===== src/rtl/input_debouncer.sv =====
// -----------------------------------------------------------------------------
// input_debouncer
//
// Conditions a raw, bouncy, asynchronous input (push-button or switch) for the
// 3-state control FSM. The input passes through a flop synchronizer into the
// CLK domain. A four-state debounce machine then filters it and presents a
// clean level with one-cycle rise/fall strobes. The downstream FSM sees exactly
// one transition per physical press or release.
//
// Parameters
//   SYNC_STAGES      synchronizer flop count (>= 2)
//   DEBOUNCE_CYCLES  qualifying TICKs required before In_clean changes (>= 1)
//   GLITCH_W         glitch counter width (used only with the optional counter)
//
// Ports
//   CLK        in   system clock, rising edge
//   RST        in   asynchronous active-high reset
//   In_raw     in   raw asynchronous input
//   TICK       in   debounce sample strobe (tie to 1 to count every clock)
//   In_clean   out  debounced level (drives FSM In1)
//   Rise       out  one-cycle pulse when In_clean goes 0->1
//   Fall       out  one-cycle pulse when In_clean goes 1->0
//   Busy       out  high while a candidate transition is being qualified
//
// Optional feature, enabled by defining IN_DEBOUNCE_GLITCH_CNT_EN:
//   Glitch_clr in   synchronous clear of the glitch counter (wins over increment)
//   Glitch_cnt out  saturating count of aborted qualifications
// -----------------------------------------------------------------------------
module input_debouncer #(
    parameter int SYNC_STAGES     = 2,
    parameter int DEBOUNCE_CYCLES = 16,
    parameter int GLITCH_W        = 8
) (
    input  logic                CLK,
    input  logic                RST,
    input  logic                In_raw,
    input  logic                TICK,
`ifdef IN_DEBOUNCE_GLITCH_CNT_EN
    input  logic                Glitch_clr,
    output logic [GLITCH_W-1:0] Glitch_cnt,
`endif
    output logic                In_clean,
    output logic                Rise,
    output logic                Fall,
    output logic                Busy
);

    localparam int CNT_W = $clog2(DEBOUNCE_CYCLES + 1);
    localparam logic [CNT_W-1:0] CNT_LAST = CNT_W'(DEBOUNCE_CYCLES - 1);

    // Reject illegal configurations at elaboration time.
    if (SYNC_STAGES < 2 || DEBOUNCE_CYCLES < 1 || GLITCH_W < 1) begin : g_bad_params
        $error("input_debouncer: illegal parameter value");
    end

    typedef enum logic [1:0] {
        S_LO = 2'd0,
        P_HI = 2'd1,
        S_HI = 2'd2,
        P_LO = 2'd3
    } state_t;

    logic [SYNC_STAGES-1:0] sync_reg;
    logic                   sync;
    state_t                 state_reg;
    logic [CNT_W-1:0]       cnt_reg;

    // Plain flop chain: nothing combinational between stages, so metastability
    // has a full clock period to resolve at every stage.
    always_ff @(posedge CLK or posedge RST) begin
        if (RST) begin
            sync_reg <= '0;
        end else begin
            sync_reg <= {sync_reg[SYNC_STAGES-2:0], In_raw};
        end
    end

    assign sync = sync_reg[SYNC_STAGES-1];

    // Debounce machine. In a pending state the abort test comes first, so an
    // input that drops back on the very cycle the count would qualify is still
    // treated as a glitch. The counter is cleared on entry and only moves on
    // TICK; it stops at CNT_LAST because that value qualifies and leaves the
    // pending state.
    always_ff @(posedge CLK or posedge RST) begin
        if (RST) begin
            state_reg <= S_LO;
            cnt_reg   <= '0;
            In_clean  <= 1'b0;
            Rise      <= 1'b0;
            Fall      <= 1'b0;
            Busy      <= 1'b0;
        end else begin
            Rise <= 1'b0;
            Fall <= 1'b0;
            case (state_reg)
                S_LO: begin
                    if (sync) begin
                        state_reg <= P_HI;
                        cnt_reg   <= '0;
                        Busy      <= 1'b1;
                    end
                end
                P_HI: begin
                    if (!sync) begin
                        state_reg <= S_LO;
                        Busy      <= 1'b0;
                    end else if (TICK) begin
                        if (cnt_reg == CNT_LAST) begin
                            state_reg <= S_HI;
                            In_clean  <= 1'b1;
                            Rise      <= 1'b1;
                            Busy      <= 1'b0;
                        end else begin
                            cnt_reg <= cnt_reg + 1'b1;
                        end
                    end
                end
                S_HI: begin
                    if (!sync) begin
                        state_reg <= P_LO;
                        cnt_reg   <= '0;
                        Busy      <= 1'b1;
                    end
                end
                P_LO: begin
                    if (sync) begin
                        state_reg <= S_HI;
                        Busy      <= 1'b0;
                    end else if (TICK) begin
                        if (cnt_reg == CNT_LAST) begin
                            state_reg <= S_LO;
                            In_clean  <= 1'b0;
                            Fall      <= 1'b1;
                            Busy      <= 1'b0;
                        end else begin
                            cnt_reg <= cnt_reg + 1'b1;
                        end
                    end
                end
                default: begin
                    state_reg <= S_LO;
                    cnt_reg   <= '0;
                    In_clean  <= 1'b0;
                    Busy      <= 1'b0;
                end
            endcase
        end
    end

`ifdef IN_DEBOUNCE_GLITCH_CNT_EN
    // An abort is a pending state whose synchronized input went back.
    logic abort;

    assign abort = ((state_reg == P_HI) && !sync) || ((state_reg == P_LO) && sync);

    always_ff @(posedge CLK or posedge RST) begin
        if (RST) begin
            Glitch_cnt <= '0;
        end else if (Glitch_clr) begin
            Glitch_cnt <= '0;
        end else if (abort && (Glitch_cnt != {GLITCH_W{1'b1}})) begin
            Glitch_cnt <= Glitch_cnt + 1'b1;
        end
    end
`endif

endmodule


===== config.mk =====
export PLATFORM = sky130hd
export DESIGN_NAME = input_debouncer
export DESIGN_NICKNAME = d
export VERILOG_FILES = /design/src/rtl/input_debouncer.sv
export SDC_FILE = /design/constraint.sdc
export NUM_CORES = 1
export LEC_CHECK = 0
export CORE_AREA = 2 2 39 41
export CTS_CLUSTER_SIZE = 28
export DETAILED_ROUTE_END_ITERATION = 7
export DIE_AREA = 0 0 41 43
export DONT_BUFFER_PORTS = 1
export GPL_TIMING_DRIVEN = 0
export PLACE_DENSITY = 0.67
export SKIP_CTS_REPAIR_TIMING = 1
export SKIP_LAST_GASP = 1
export SYNTH_ARGS = -nofsm -noshare
export SYNTH_HDL_FRONTEND = slang
export SYNTH_SLANG_ARGS = --single-unit

===== constraint.sdc =====
create_clock -name CLK -period 4.7 [get_ports CLK]
set_input_delay 0.94 -clock CLK [delete_from_list [all_inputs] [get_ports CLK]]
set_output_delay 0.94 -clock CLK [all_outputs]
set_load 0.01 [all_outputs]

### Word-level counts from Yosys, hierarchy flattened

Cells that the tools add are included.

* eq/ne operators: 16
* reductions and logical operators: 6
* multiplexer cells: 36
* add/subtract/negate cells: 1

Operator list (count)
* two-way mux 5 bit: 6
* case mux 5 bit (4 select lines): 1
* two-way mux 1 bit: 18
* two-way mux 2 bit: 8
* inequality test 2 bit (second input constant): 8
* inequality test 3 bit (second input constant): 4
* case mux 2 bit (4 select lines): 1
* AND reduction 7 bit: 1
* AND reduction 6 bit: 1
* adder 5 x 1 -> 5 bit (second input constant): 1
* == test 5 x 4 -> 1 bit (second input constant): 1
* == test 2 bit (second input constant): 2
* case mux 1 bit (4 select lines): 1
* AND reduction 4 bit: 1
* == test 2 x 1 -> 1 bit (second input constant): 1
* logical NOT 2 bit: 1
* case mux 1 bit (2 select lines): 1
* AND reduction 2 bit: 1
* nonzero test 2 bit: 1

* output and inout bits: 4
* flip-flop bits (word level): 13
* word-level logic and storage cells: 66
* input port bits: 4

### Logic depth before layout (Yosys ltp)

Gate-level depths: netlist (run 1).

* word-level depth: 5
* mapped depth: 6
* depth with buffers taken out: 6

### Worst setup path after synthesis (run 1)

No wires, ideal clock.

* kind: reg2reg
* from: reg cnt_reg[0]
* to: reg cnt_reg[3]
* stages on the path, launching flop included: 7
* clock period less this slack: 1.804 ns
* buffers on the path: 0
* arrival: 1.735 ns
* slack: 2.896 ns
* data required time: 4.631 ns
* library setup time: 0.069 ns
* cells stage by stage: dfrtp_1 -> ha_1 -> and3_1 -> ha_1 -> nand2b_1 -> or4_1 -> nand3_1

* cells in the longest elaborated chain, start to end: 5
* elaborated cells between the ends (all ways): 7
* classes of those cells: add/sub: 1; eq/ne: 1; mux: 5

RTL lines
* from (decl): line 66 `logic [CNT_W-1:0] cnt_reg;`
* from (signal assigned): line 115 `cnt_reg <= cnt_reg + 1'b1;`
* from (signal assigned): line 137 `cnt_reg <= cnt_reg + 1'b1;`
* adder 5 x 1 -> 5 bit / == test 5 x 4 -> 1 bit (equally long branches)
* two-way mux 5 bit *: line 109, 131
* two-way mux 5 bit *: line 130 `end else if (TICK) begin`
* two-way mux 5 bit (on tied branches): line 127, 105
* case mux 5 bit (4 select lines) *: line 96 `case (state_reg)`

Mark *: on every way between the ends. The rest lies on a longest branch, timed or not. The select of a mux whose other input is x is not followed.
A chain may end at the register's enable or synchronous reset.

### Final worst setup path (run 1)

Ends and elaborated chain as after synthesis.

==> flow_results.org, run 1 <==
** Floorplanning
- Initial Util :: between 40% and 50%
- Chip width :: 41 microns
- The die covers 1760 sq um.
- Row count :: 14
- In this run the vertical extent of the chip is 43 microns.
- The total area inside the core boundary comes to between 1000 and 1500 sq um.
- Number of top-level design ports :: 8

** Critical path
- Data on the critical path is required at its endpoint by approximately 4.9 ns.
- STA classifies the critical path startpoint as a flop.
- The largest individual stage delay along the critical path comes from the cell or4_1.
- Tracing the worst setup path back leads to its startpoint at cnt_reg[0].
- The largest single stage delay on the critical path is around 0.53 ns.
- Walking the worst path, the cells encountered are ha_1 > and3_1 > ha_1 > nand2b_1 > or4_1 > nand3_1.
- CP Capture Type :: flop
- Cell class contributing the biggest share of worst-path delay :: simple AND/OR/NAND/NOR gates
- The startpoint identified for the worst register-to-register timing path is cnt_reg[0].
- The most numerous cell type found on the critical path is ha_1.
- Crit path max fanout :: 8
- Crit path DAT :: 2.17 ns
- The critical path is of the flop to flop type.
- The number of buffers and inverters on the critical path is 0.

** Timing
- Count of pins over their slew limit :: 0
- Final hold vios :: 0
- At the pin with the least slew margin, the transition time is 0.483 ns.
- Upper clock frequency limit :: 511 MHz
- The routed design could run at a clock period as short as slightly below 2 ns.
- In this run the tightest slew margin relative to its limit is 67.8%.
- Total setup violations reported at the end of the flow :: 0
- On the final layout, the worst clock skew is 0.00628 ns.
- In the finished design, the share of the clock period the worst path needs comes to 41.6%.
- For the final routed database, the setup TNS stands at 0 ns.
- Setup repair after global routing left no endpoint under its margin.

** Pwr
- VDD sags by at most 177 uV.
- Power density over the cells :: 350 nW/um^2
- Leakage component of the power :: approximately 0.00031 uW

** Routing
- Antenna-violating nets left :: 0
- Sum of routed wire length over all layers :: 1.03 mm
- Dividing the detail-routed via count by the number of cells gives ~5.7.
- Total number of vias :: 443
- Dividing the detail-routed wire length by the instance count gives between 10 and 15 microns.
- Router iterations before antenna repair :: 4
- For this block, the initial DRC count from the detailed router was 11.
- DRC viols :: 0

** Global route
- Initial antenna violation count :: 0
- Global routing usage summed across all routing layers :: between 10% and 20%
- Via count of the first global-routing pass :: a little over 400
- Overflow left after global routing :: 0
- The first global-routing pass estimated around 1.8 mm of wire.
- Pin count of the biggest net entering global routing :: 14

** Finish
- The finished layout holds a little under 80 standard cells, fillers aside.
- From synthesis to final layout, the design area changed by 7.57%.
- Summing all non-filler instances in the final layout gives an area of 658 sq um.
- Leaving out fill and tap cells, the most frequent cells in the layout are dfrtp_1 (13), nand2_1 (7), nand3_1 (5), and3_1 (4).
- For this run, the post-layout net count is 69.
- Leaving out fill and tap cells, the most frequent cell in the layout is dfrtp_1.
- Utilization after layout :: 47.6%
- The filler cells instantiated in the layout total roughly 130.
- The register with the most flip-flops in the layout has 5 of them.
- In the final layout, the share of cells above drive strength 1 is 9.68%.
- 0 antenna diodes ended up in the layout.

** Synth
- Synthesized area :: 612 sq um
- Dominant synthesized flop cell :: dfrtp_1
- Number of enable flip-flop cells after synthesis :: 0
- Of all flip-flops after synthesis, the portion carrying an async set or reset was 100%.
- A synthesized cell averages 10.5 sq um.
- The share of the Yosys chip area taken by registers is 53.2%.
- Counting every net in the synthesized netlist gives 64.
- Post-synthesis register bit count :: 13
- During synthesis, Yosys emitted a total of 0 warnings.
- Number of standard cells after synthesis :: 58
- Number of distinct library cells after synthesis :: 23

** Clock tree
- Buffers inserted during clock tree synthesis total 3.
- TritonCTS clock tree :: done
- Clock-pin slew was measured on the worst setup and hold paths at 0.07 ns.
- No sink is reached through more buffers than the 2 on the longest clock path.
- Clock latency on the worst-skew pair, taken at its later pin, is 0.27 ns.
- CTS built an H-tree with a depth of 1.
- Counting every sink on the clock net gives 13.
- The cell sitting at the root of the clock tree is a clkbuf_4.

** Place
- Placed instance count :: 74
- Post-detailed-placement cell area :: 632 sq um
- Gp weighted congestion :: 0.716
- The count of buffers added on input and output ports is 0.
- After legalization and detailed placement, the total HPWL measured between 700 and 800 microns.

** Worst hold path
- Startpoint of the lowest-slack hold path :: sync_reg[0]
- The path class of the tightest hold or removal check is flop to flop.

** Outcome
- Status :: completed

** Flow run
- Max-cap violations in this run came to 0.
## through the flow
step                      worst slack [ns]  power, uW  hold slack (ns)
after floorplan                       2.90        158            0.331
after global placement                2.76        164            0.342
after detailed placement              2.75        166            0.337
after CTS                             2.75        234            0.362
after global routing                  2.65        246            0.383
final                                 2.74        230            0.359
## cell usage after synthesis (all sizes together) (2+ instances only)
cell	instances	area share (%)
dfrtp	13	53
o211ai	2	2.5
ha	2	4.1
nor3b	2	2.5
nand3	5	4.1
nand2	7	4.3
nor2	3	1.8
a221o	2	3.7
nand2b	2	2.0
and3	4	4.1
a21oi	2	1.6
o21ai	2	1.6
inv	2	1.2
## area by class of cell
| cell class | instances | area, sq um | share of cell area, % |
|---|---|---|---|
| Buffer | 2 | 15.0 | 2.28 |
| Clock buffer | 4 | 26.3 | 3.99 |
| Inverter | 2 | 7.51 | 1.14 |
| Multi-Input combinational cell | 41 | 264 | 40.1 |
| Sequential cell | 13 | 325 | 49.4 |
| Tap cell | 16 | 20.0 | 3.04 |
## report_power, final
part | internal [uW] | switching [uW]
clock | 32.9 | 34.4
combinational | 13.9 | 12.9
sequential | 123 | 13.2
## path summary, 6_finish.rpt
check | end | slack [ns] | cells after the start
worst min-delay path | sync_reg[1] | 0.36 | 0
min in group asynchronous | Fall | 0.57 | 1
worst max register to register | cnt_reg[3] | 2.74 | 6
worst min register to register | sync_reg[1] | 0.36 | 0
max in group asynchronous | state_reg[0] | 3.80 | 1
worst max-delay path | cnt_reg[3] | 2.74 | 6
## kinds of logic (layout without fill, tap and decap cells)
logic type	after synthesis	after routing	share of synthesized area [%]
simple gates	28	28	25.4
compound gates	9	9	10.8
fa+ha+maj	2	2	4.09
flops	13	13	53.2
xor+xnor	2	2	2.86
buf+inv	4	8	3.68
## metal layers
layer / share of wire (%) / GRT usage, % / up-vias
met5: 0 / 0 / -
met4: 2.8 / 10.0 / 0
met3: 4.0 / 3.66 / 4
met2: 45 / 19.7 / 10
met1: 48 / 21.7 / 212
li1: - / - / 217
No activity file was read; power rests on OpenSTA's default activity.
==> run 2: changes to the inputs <==
- ABC_AREA: not set -> 1
- PLACE_DENSITY: 0.67 -> 0.66
- clock period: 4.7 -> 2.05 ns (I/O delays scaled with it)
==> run 2 against run 1 <==
  * Cell area fell by 1.9%
  * Synthesized area decreased by 2.0%
  * Sequential share of layout area increased by 0.96 points
  * Critical path depth grew 3
  * Global-route usage fell by 1.1 points
  * Power rose by 110%
  * Register-to-register slack worse by 2.4 ns
  * Highest routed layer unchanged
==> flow_results.org, run 2 <==
** Outcome
- The run finished with clean final reports.

** Global route
- First-pass GRT wire length :: 1.64 mm (-6.7%)
- Via count of the first global-routing pass :: 408 (-1.4%)
- The overall fraction of global-route tracks in use is 14.1% (-1.1 points).
- The pin count of the biggest net entering global routing came to 14 (unchanged).
- The overflow left after global routing came to 0 (unchanged).
- Initial antenna violation count :: 0 (unchanged)

** Synth
- The async set or reset register ratio after synthesis is 100% (unchanged).
- The number of flip-flops and latches in the synthesized netlist is 13 (unchanged).
- The post-synth design cell area is 599 sq um (-2.0%).
- The share of the synthesized area in the top cell type is 54.3% (+1.1 points).
- Syn_nets :: 74 (+16%)
- Ranked by instance count, the synthesized netlist is headed by nand2_1 (18), dfrtp_1 (13), inv_1 (12), o21ai_0 (6), nand3_1 (4).
- The number of cells produced by synthesis came to 68 (+17%).
- Total of warnings raised by yosys :: 0 (unchanged)
- Proportion of synthesized chip area in sequential cells :: 54.3% (+1.1 points)
- The number of unique standard cell types used by synthesis was 16 (-30%).
- The synthesized area divided by synthesized cell count came to 8.81 sq um (-16%).
- Top cells by area in the synthesized netlist :: dfrtp_1 (54%), nand2_1 (11%), inv_1 (7.5%), o21ai_0 (5.0%), ha_1 (4.2%)
- Dominant cell type by area after synthesis :: dfrtp_1
- Leading cell type by number of instances after synthesis :: nand2_1
- The most used flip-flop cell after synthesis is dfrtp_1.
- Number of enable flip-flop cells after synthesis :: 0 (unchanged)

** Place
- The number of I/O port buffers was 0 (unchanged).
- The number of placed instances with taps included was 84 (+14%).
- Placed wire-length estimate after detailed placement :: 693 microns (-6.3%)
- The final estimated routing congestion in global placement is 0.735 (+2.6%).

** Clock tree
- The root buffer cell chosen for the clock tree is clkbuf_4.
- Maximum buffer depth of the clock tree :: 2 (unchanged)
- The number of H-tree branching levels came to 1 (unchanged).
- Sink count of the clock tree :: 13 (unchanged)
- TritonCTS clock tree :: done
- The number of buffers created by CTS was 3 (unchanged).
- The clock-pin slew on the worst setup and hold paths came to 0.08 ns (about the same).
- Source-to-sink clock delay at the later pin of the worst-skew pair :: 0.27 ns (about the same)

** Routing
- Antenna-violating nets left :: 0 (unchanged)
- The number of design-rule violations left by the first detailed-router iteration is 5 (-6).
- The detail-routed net length per standard cell came to 10.4 microns (-22%).
- The remaining design rule violation count came to 0 (unchanged).
- The detailed-routing iteration count for the pre-antenna-repair pass was 4 (unchanged).
- Via density per instance :: 4.65 (-18%)
- Total number of vias :: 409 (-7.7%)
- The total wire length after detailed routing was 913 microns (-12%).

** Critical path
- CP Capture Type :: flop
- Worst setup path category :: flop to flop
- Count of buffering cells on the critical path with inverters included :: 2 (+2)
- The signal on the critical path passes through ha_1 > inv_1 > nor3_1 > ha_1 > nand2_1 > nor2_4 > inv_1 > o21ai_1 > nand2_1.
- The worst stage delay on the critical path was 0.40 ns (-0.13 ns).
- Worst setup SP type :: flop
- Internal reg-to-reg setup slack :: 0.36 ns (-2.38 ns)
- Crit path max fanout :: 5 (-3)
- The slowest stage of the critical path is the dfrtp_1 cell.
- Cell class contributing the biggest share of worst-path delay :: simple AND/OR/NAND/NOR gates
- The data required time at the worst endpoint is 2.21 ns (-2.70 ns).
- Crit path DAT :: 1.85 ns (-0.32 ns)

** Timing
- The slew of the pin with the lowest slew margin is 0.484 ns (+0.000867 ns).
- The count of final max-slew check failures was 0 (unchanged).
- Worst hold slack after final layout :: 0.0399 ns (-0.319 ns)
- The total count of hold-check failures in the final report is 0 (unchanged).
- Post-route fraction of the period consumed by the critical path :: 82.3% (+41 points)
- Final clock skew :: 0.00149 ns (-0.00479 ns)
- Setup repair after global routing missed its margin :: no
- Setup Total Neg Slack :: 0 ns (unchanged)
- The top achievable clock speed was 592 MHz (+16%).
- Clock period minus final worst setup slack :: 1.69 ns (-0.269 ns)
- The final setup violation count is 0 (unchanged).
- The worst slew slack as a fraction of its limit is 67.7% (about the same).

** Flow run
- The max-cap check violation count is 0 (unchanged).

** Floorplanning
- The total number of placement rows was 14 (unchanged).
- The core footprint was 1380 sq um (unchanged).
- Die Span Y :: 43 microns (unchanged)
- Die outline area :: 1760 sq um (unchanged)
- The number of primary I/O pins came to 8 (unchanged).
- Initial Util :: 43.3% (-0.90 points)
- The chip width is 41 microns (unchanged).

** Finish
- The filler-free cell count of the finished design came to 88 (+13%).
- Fraction of final layout cells sized beyond drive strength 1 :: 8.33% (-1.3 points)
- The library cell used most frequently in the layout, excluding fill and tap cells, is nand2_1.
- Leading cell types in the layout, fill and taps excluded :: nand2_1 (18), dfrtp_1 (13), inv_1 (12), o21ai_0 (6), nand3_1 (4)
- Synthesis-to-finish area growth :: 7.72%
- The flip-flop count of the largest register, all copies and words added is 5 (unchanged).
- Layout Nets :: 79 (+14%)
- The number of inserted diodes is 0 (unchanged).

** Worst hold path
- Hold crit path type :: primary input to async pin

** Pwr
- The maximum vdd ir drop was 354 uV (+100%).
- The leakage power summed over all cells is 0.000336 uW (+8.7%).
- Power density over the cells :: 746 nW/um^2 (+110%)
==> run 2: cell count changes in the layout (fill, tap and decap cells not counted), moves of 4 or more <==
cell,change
nand2_1,+11
and3_1,-4
o21ai_0,+4
inv_1,+10
==> run 2: path summary, 6_finish.rpt <==
check,cells past startpoint,startpoint,end
setup reg to reg,9,cnt_reg[0],In_clean
max in group asynchronous,1,RST,sync_reg[1]
hold / removal,1,RST,cnt_reg[0]
min in group CLK,0,In_raw,sync_reg[0]
hold reg to reg,0,sync_reg[0],sync_reg[1]
setup / recovery,9,cnt_reg[0],In_clean
==> run 2: logic make-up (layout without fill, tap and decap cells) <==
logic type | Yosys count | after routing | synth area share, %
simple gates | 29 | 29 | 21.3
flops | 13 | 13 | 54.3
buf+inv | 13 | 17 | 8.14
compound gates | 10 | 10 | 10.6
fa+ha+maj | 2 | 2 | 4.17
xor+xnor | 1 | 1 | 1.46
==> run 2: report_power, final <==
group	leakage [uW]	switching, uW	total, uW	internal [uW]
Combinational	0.000156	24.9	40.4	15.5
Clock	0.0000150	79.7	155	75.3
Sequential	0.000165	16.3	287	270
==> run 2: metal layers <==
metal	GRT usage [%]	share of wire [%]
met5	0	0
met4	10.0	1.5
met3	1.57	3.6
met2	21.3	51
met1	17.8	44
==> run 2: through the flow <==
stage	total power [uW]	setup WS [ns]	area [sq um]	util [%]
6_report	482	0.362	646	46.7
3_5_place_dp	333	0.372	619	44.8
2_1_floorplan	323	0.574	599	-
5_1_grt	516	0.230	646	46.7
4_1_cts	488	0.352	646	46.7
3_3_place_gp	331	0.385	619	44.8
==> run 2: area by class of cell <==
cell class                      count  area (sq um)
Sequential cell                    13           325
Fill cell                         127           738
Tap cell                           16          20.0
Clock buffer                        4          26.3
Multi-Input combinational cell     42           225
Inverter                           13          48.8
